[config.mk]
export PLATFORM = sky130hd
export DESIGN_NAME = id_stage
export DESIGN_NICKNAME = d
export VERILOG_FILES = /design/src/rtl/id_stage.sv
export SDC_FILE = /design/constraint.sdc
export NUM_CORES = 1
export LEC_CHECK = 0
export CAP_MARGIN = 10
export CORE_MARGIN = 10
export CORE_UTILIZATION = 45
export CTS_CLUSTER_DIAMETER = 80
export DETAILED_ROUTE_END_ITERATION = 8
export GPL_TIMING_DRIVEN = 0
export PLACE_DENSITY = 0.84
export SYNTH_ARGS = -nofsm -noshare
export SYNTH_HDL_FRONTEND = slang
export SYNTH_SLANG_ARGS = --single-unit
[constraint.sdc]
create_clock -name clk -period 5.9 [get_ports clk]
set_input_delay 1.18 -clock clk [delete_from_list [all_inputs] [get_ports clk]]
set_output_delay 1.18 -clock clk [all_outputs]
set_load 0.02 [all_outputs]
[src/rtl/id_stage.sv]
// ============================================================================
// id_stage : RV32I decode stage with load-use bubble insertion and an
//            internal ID/EX output register (valid/ready, flush).
// Rev 1.0
// ============================================================================
`default_nettype none

module id_stage #(
  parameter int XLEN      = 32,
  parameter int CNT_W     = 16,
  parameter int HAZARD_EN = 1
) (
  input  logic             clk,
  input  logic             rst,
  input  logic             in_valid_i,
  output logic             in_ready_o,
  input  logic [31:0]      inst_i,
  input  logic [31:0]      inst_addr_i,
  output logic [4:0]       rs1_addr_o,
  output logic [4:0]       rs2_addr_o,
  input  logic [XLEN-1:0]  rs1_data_i,
  input  logic [XLEN-1:0]  rs2_data_i,
  input  logic             flush_i,
  input  logic             ex_ready_i,
  output logic             out_valid_o,
  output logic [31:0]      inst_o,
  output logic [31:0]      inst_addr_o,
  output logic [XLEN-1:0]  op1_o,
  output logic [XLEN-1:0]  op2_o,
  output logic [XLEN-1:0]  imm_o,
  output logic [4:0]       rd_addr_o,
  output logic             reg_wen_o,
  output logic             is_load_o,
  output logic             illegal_o,
  output logic [CNT_W-1:0] stall_cnt_o
);

  localparam logic [6:0] c_OPC_OPIMM  = 7'b0010011;
  localparam logic [6:0] c_OPC_OP     = 7'b0110011;
  localparam logic [6:0] c_OPC_BRANCH = 7'b1100011;
  localparam logic [6:0] c_OPC_JAL    = 7'b1101111;
  localparam logic [6:0] c_OPC_JALR   = 7'b1100111;
  localparam logic [6:0] c_OPC_LUI    = 7'b0110111;
  localparam logic [6:0] c_OPC_AUIPC  = 7'b0010111;
  localparam logic [6:0] c_OPC_LOAD   = 7'b0000011;

  logic [2:0] w_funct3;
  logic [6:0] w_funct7;
  logic signed [11:0] w_i12;
  logic signed [12:0] w_b13;
  logic signed [20:0] w_j21;
  logic signed [31:0] w_u32;
  logic [XLEN-1:0] w_i_imm, w_b_imm, w_j_imm, w_u_imm, w_pc, w_shamt;

  assign w_funct3 = inst_i[14:12];
  assign w_funct7 = inst_i[31:25];
  assign w_i12    = inst_i[31:20];
  assign w_b13    = {inst_i[31], inst_i[7], inst_i[30:25], inst_i[11:8], 1'b0};
  assign w_j21    = {inst_i[31], inst_i[19:12], inst_i[20], inst_i[30:21], 1'b0};
  assign w_u32    = {inst_i[31:12], 12'h000};
  // Size casts of signed values sign-extend to XLEN.
  assign w_i_imm  = XLEN'(w_i12);
  assign w_b_imm  = XLEN'(w_b13);
  assign w_j_imm  = XLEN'(w_j21);
  assign w_u_imm  = XLEN'(w_u32);
  assign w_pc     = XLEN'(inst_addr_i);
  assign w_shamt  = XLEN'(inst_i[24:20]);

  logic            w_rd1, w_rd2, w_wr, w_ld, w_ill;
  logic [XLEN-1:0] w_op1, w_op2, w_imm;
  logic [4:0]      w_rd;

  always_comb begin
    w_rd1 = 1'b0;
    w_rd2 = 1'b0;
    w_wr  = 1'b0;
    w_ld  = 1'b0;
    w_ill = 1'b0;
    w_op1 = '0;
    w_op2 = '0;
    w_imm = '0;
    unique case (inst_i[6:0])
      c_OPC_OPIMM: begin
        w_rd1 = 1'b1;
        w_wr  = 1'b1;
        w_op1 = rs1_data_i;
        w_op2 = (w_funct3 == 3'b001 || w_funct3 == 3'b101) ? w_shamt : w_i_imm;
        w_imm = w_i_imm;
      end
      c_OPC_OP: begin
        if (w_funct7 == 7'b0000000 ||
            (w_funct7 == 7'b0100000 && (w_funct3 == 3'b000 || w_funct3 == 3'b101))) begin
          w_rd1 = 1'b1;
          w_rd2 = 1'b1;
          w_wr  = 1'b1;
          w_op1 = rs1_data_i;
          w_op2 = rs2_data_i;
        end else begin
          w_ill = 1'b1;
        end
      end
      c_OPC_BRANCH: begin
        if (w_funct3 != 3'b010 && w_funct3 != 3'b011) begin
          w_rd1 = 1'b1;
          w_rd2 = 1'b1;
          w_op1 = rs1_data_i;
          w_op2 = rs2_data_i;
          w_imm = w_b_imm;
        end else begin
          w_ill = 1'b1;
        end
      end
      c_OPC_JAL: begin
        w_wr  = 1'b1;
        w_op1 = w_pc;
        w_op2 = XLEN'(4);
        w_imm = w_j_imm;
      end
      c_OPC_JALR: begin
        if (w_funct3 == 3'b000) begin
          w_rd1 = 1'b1;
          w_wr  = 1'b1;
          w_op1 = rs1_data_i;
          w_op2 = w_i_imm;
          w_imm = w_i_imm;
        end else begin
          w_ill = 1'b1;
        end
      end
      c_OPC_LUI: begin
        w_wr  = 1'b1;
        w_op2 = w_u_imm;
        w_imm = w_u_imm;
      end
      c_OPC_AUIPC: begin
        w_wr  = 1'b1;
        w_op1 = w_pc;
        w_op2 = w_u_imm;
        w_imm = w_u_imm;
      end
      c_OPC_LOAD: begin
        if (w_funct3 == 3'b010) begin
          w_rd1 = 1'b1;
          w_wr  = 1'b1;
          w_ld  = 1'b1;
          w_op1 = rs1_data_i;
          w_op2 = w_i_imm;
          w_imm = w_i_imm;
        end else begin
          w_ill = 1'b1;
        end
      end
      default: w_ill = 1'b1;
    endcase
  end

  assign w_rd       = w_wr ? inst_i[11:7] : 5'd0;
  assign rs1_addr_o = w_rd1 ? inst_i[19:15] : 5'd0;
  assign rs2_addr_o = w_rd2 ? inst_i[24:20] : 5'd0;

  logic             r_valid, r_wen, r_ld, r_ill;
  logic [31:0]      r_inst, r_addr;
  logic [XLEN-1:0]  r_op1, r_op2, r_imm;
  logic [4:0]       r_rd;
  logic [CNT_W-1:0] r_cnt;
  logic             w_adv, w_hazard;

  assign w_adv    = !r_valid || ex_ready_i;
  assign w_hazard = (HAZARD_EN != 0) && in_valid_i && r_valid && r_ld && (r_rd != 5'd0) &&
                    ((w_rd1 && inst_i[19:15] == r_rd) || (w_rd2 && inst_i[24:20] == r_rd));
  assign in_ready_o = flush_i || (w_adv && !w_hazard);

  always_ff @(posedge clk or negedge rst) begin
    if (!rst) begin
      r_valid <= 1'b0;
      r_inst  <= '0;
      r_addr  <= '0;
      r_op1   <= '0;
      r_op2   <= '0;
      r_imm   <= '0;
      r_rd    <= '0;
      r_wen   <= 1'b0;
      r_ld    <= 1'b0;
      r_ill   <= 1'b0;
      r_cnt   <= '0;
    end else if (flush_i) begin
      r_valid <= 1'b0;
      r_inst  <= '0;
      r_addr  <= '0;
      r_op1   <= '0;
      r_op2   <= '0;
      r_imm   <= '0;
      r_rd    <= '0;
      r_wen   <= 1'b0;
      r_ld    <= 1'b0;
      r_ill   <= 1'b0;
    end else if (w_adv) begin
      if (w_hazard) begin
        r_valid <= 1'b0;
        if (r_cnt != {CNT_W{1'b1}}) r_cnt <= r_cnt + CNT_W'(1);
      end else if (in_valid_i) begin
        r_valid <= 1'b1;
        r_inst  <= inst_i;
        r_addr  <= inst_addr_i;
        r_op1   <= w_op1;
        r_op2   <= w_op2;
        r_imm   <= w_imm;
        r_rd    <= w_rd;
        r_wen   <= w_wr && (w_rd != 5'd0);
        r_ld    <= w_ld;
        r_ill   <= w_ill;
      end else begin
        r_valid <= 1'b0;
      end
    end
  end

  assign out_valid_o = r_valid;
  assign inst_o      = r_inst;
  assign inst_addr_o = r_addr;
  assign op1_o       = r_op1;
  assign op2_o       = r_op2;
  assign imm_o       = r_imm;
  assign rd_addr_o   = r_rd;
  assign reg_wen_o   = r_wen;
  assign is_load_o   = r_ld;
  assign illegal_o   = r_ill;
  assign stall_cnt_o = r_cnt;

endmodule

`default_nettype wire

==> results.cfg, run 1 <==
[die]
die_h_um = 160
start_util_pct = 45.7
ios = 329
die_width_um = 160
coreArea_um2 = 19400
fp.dieArea_um2 = 25700
std_cell_rows = 51

[yosys]
synth.cell_area_um2 = 8870
yosysTopAreaCellShare_pct = 52.2
synth_cell_type_count = 58
ys_seq_area_share_pct = 52.2
async_flop_share_pct = 100
synth_enable_flop_cells = 0
ys.flop_type = dfrtp_1
ys_warn_count = 0
ys_ff_latch = 185
synthTopCellsByArea = dfrtp_1 (52%), nand2_1 (6.3%), a221oi_1 (5.5%)
netlist_instances = 961
synth.avg_cell_area_um2 = 9.23
synth_nets = 1095
yosysTopAreaCell = dfrtp_1

[grt]
grt_pass1_vias = 9258
grt_max_degree = 102
gr-total-overflow = 0
grtUsageTotal_pct = 27.5
grt_pass1_wl_um = 55500
antenna_found_initial = 2

[place]
gp_congestion = 0.949
dp_hpwl_um = 27600
dp.cells = 1550
dp_slack_ns = 0.217
port_buffers = 323

[sta]
finalWorstSetupSlack_ns = 0.184
timing.hold.ws_ns = 0.498
relSlewSlack_pct = 23.0
hold_violations = 0
period_needed_ns = 5.72
fin_skew_ns = 0.0122
tightestPinTransition_ns = 1.15
rsz0062_at_grt = false
slew_violations = 0
clock.fmax_mhz = 175
finalSetupViolCount = 0
fin_crit_sh_pct = 96.9

[clock_network]
cts_setup_buffers = 0
clock_sinks = 185
clockRootBuffer = clkbuf_16
clk_latency_ns = 0.44
clk_pin_slew_worst_paths_ns = 0.08
cts_max_level = 4
cts_hold_buf = 0
ctsResizeCount = 0
cts_tree = done
clock_path_buffers = 2
numCtsBuffers = 17

[routing]
via_per_inst = 5.77
drtAntennaViolNets = 0
via_count = 9138
drtIter0Drc = 916
drc = 0
drt-total-wl_um = 36300
wl_per_cell_um = 22.9
firstDrtPassIters = 5

[critical_path]
slowest_stage = clkdlybuf4s50_1
path_common_cell = clkdlybuf4s50_1
slowest_delay_ns = 0.65
cp.required_ns = 4.72
end_kind = output pin
worstPathArrival_ns = 4.54
worstSetupPathType = input pin to output pin
r2r_start = rd_addr_o[3]
crit_chain = clkdlybuf4s50_1, nand4bb_1, a2111oi_4, or2_1, buf_4, or2_2, buf_2, clkbuf_1, and2_1, clkdlybuf4s50_1
crit_fanout = 10
startpoint = inst_i[3]
cp-start-kind = input pin

[flow_run]
max-cap-violations = 0

[cells_and_area]
syn_to_final_growth_pct = 47.2
drive_gt1_share_pct = 7.06
nNetsFinal = 1438
postLayoutCoreUtil_pct = 67.3
finalNonFillerCells = 1584

[pwr]
irDropWorstVdd_mv = 0.206
cell_internal_pwr_w = 0.00221
powerDensity_nw_per_um2 = 242
p_seq_share_pct = 43.3
clock_power_share_pct = 36.6
p_comb_share_pct = 20.1
p_leak_nw = 5.60
p_sw_w = 0.000954
switching_share_pct = 30.2

[min_path]
hold_start = stall_cnt_o[11]
hp-class = register to register

[outcome]
outcome = completed
logic make-up after synthesis:
kind of cell | count (synthesis) | synth area share [%]
simple gates | 467 | 24.9
fa+ha+maj | 1 | 0.141
xor+xnor | 26 | 2.57
flops | 185 | 52.2
mux | 1 | 0.127
compound gates | 195 | 15.3
buf+inv | 86 | 4.81
synth_stat cells, drive strengths merged (9+ instances only):
cell	number
buf	30
a221oi	56
dfrtp	185
nor2	105
xor2	20
nor3	94
a21oi	83
nand3	24
nand4	9
o21ai	12
and2	14
nand2	160
clkbuf	51
a211oi	29
nor3b	14
nand2b	10
power by group through the flow:
stage | combinational (W) | sequential [W] | clock, W
3_3_place_gp | 0.000621 | 0.00139 | 0
2_1_floorplan | 0.000195 | 0.00147 | 0
3_5_place_dp | 0.000633 | 0.00139 | 0
5_1_grt | 0.000679 | 0.00137 | 0.00122
4_1_cts | 0.000635 | 0.00137 | 0.00117
6_report | 0.000634 | 0.00137 | 0.00116
final timing paths:
| check | endpoint | slack, ns | depth (start not counted) |
|---|---|---|---|
| setup / recovery | rs1_addr_o[1] | 0.18 | 10 |
| hold / removal | stall_cnt_o[11] | 0.50 | 1 |
| max in group asynchronous | imm_o[28] | 4.24 | 2 |
| min in group asynchronous | inst_o[1] | 0.73 | 1 |
| setup reg to reg | imm_o[31] | 3.26 | 9 |
| hold reg to reg | stall_cnt_o[11] | 0.50 | 1 |
layout by cell type, fill, tap and decap left out, drive strengths merged, types with 2 or more instances in the layout:
master         count
a211oi            29
a21o               2
a21oi             83
a221oi            56
a31oi              2
and2              14
and3               6
and4               2
buf               32
clkbuf            69
clkdlybuf4s50    322
clkinv             5
dfrtp            185
diode              2
inv               12
nand2            160
nand2b            10
nand3             24
nand3b             7
nand4              9
nor2             105
nor2b              2
nor3              94
nor3b             14
nor4               6
o21a               2
o21ai             12
or2                3
or3b               2
or4                2
xnor2              6
xor2              20
cell type report:
class / count / area, um^2
fill: 1594 / 6340
sequential: 185 / 4630
multi-input combinational: 690 / 3810
timing repair buffer: 324 / 3270
clock buffer: 18 / 429
buffer: 81 / 408
tap: 265 / 332
clock inverter: 14 / 153
inverter: 5 / 18.8
antenna: 2 / 5.00
routing by layer:
metal  GRT usage, %  part of all wire (%)  vias up
li1               -                     -     4102
met1           33.4                    39     4462
met2           44.0                    48      485
met3           7.95                   8.6       89
met4           12.9                   4.3        0
met5              0                     0        -
flip-flops by register name, indices dropped and copies added (netlist names):
register	count
imm_o	32
inst_addr_o	32
inst_o	32
op1_o	32
op2_o	32
stall_cnt_o	16
rd_addr_o	5
illegal_o	1
is_load_o	1
out_valid_o	1
reg_wen_o	1
worst max-delay path: cells and delay by family:
kind | cells | cell delay [ns]
compound gates | 1 | 0.45
buf+inv | 5 | 2.00
simple gates | 4 | 0.89
per-stage QoR:
stage | total power (W) | instance area, um^2 | TNS, ns
final | 0.00316 | 13100 | 0
after global routing | 0.00328 | 13100 | 0
after CTS | 0.00317 | 13000 | 0
after detailed placement | 0.00202 | 12500 | 0
after global placement | 0.00201 | 12400 | -759.95
after floorplan | 0.00166 | 8870 | 0
No activity file was read; power rests on OpenSTA's default activity.
==> run 2: changes to the inputs <==
--- a/config.mk
+++ b/config.mk
@@ -8,7 +8,7 @@
 export CAP_MARGIN = 10
 export CORE_MARGIN = 10
 export CORE_UTILIZATION = 45
-export CTS_CLUSTER_DIAMETER = 80
+export CTS_CLUSTER_DIAMETER = 60
 export DETAILED_ROUTE_END_ITERATION = 8
 export GPL_TIMING_DRIVEN = 0
 export PLACE_DENSITY = 0.84
==> results of run 2 <==
No change in the layout: final DEF, timing and power equal those of run 1.
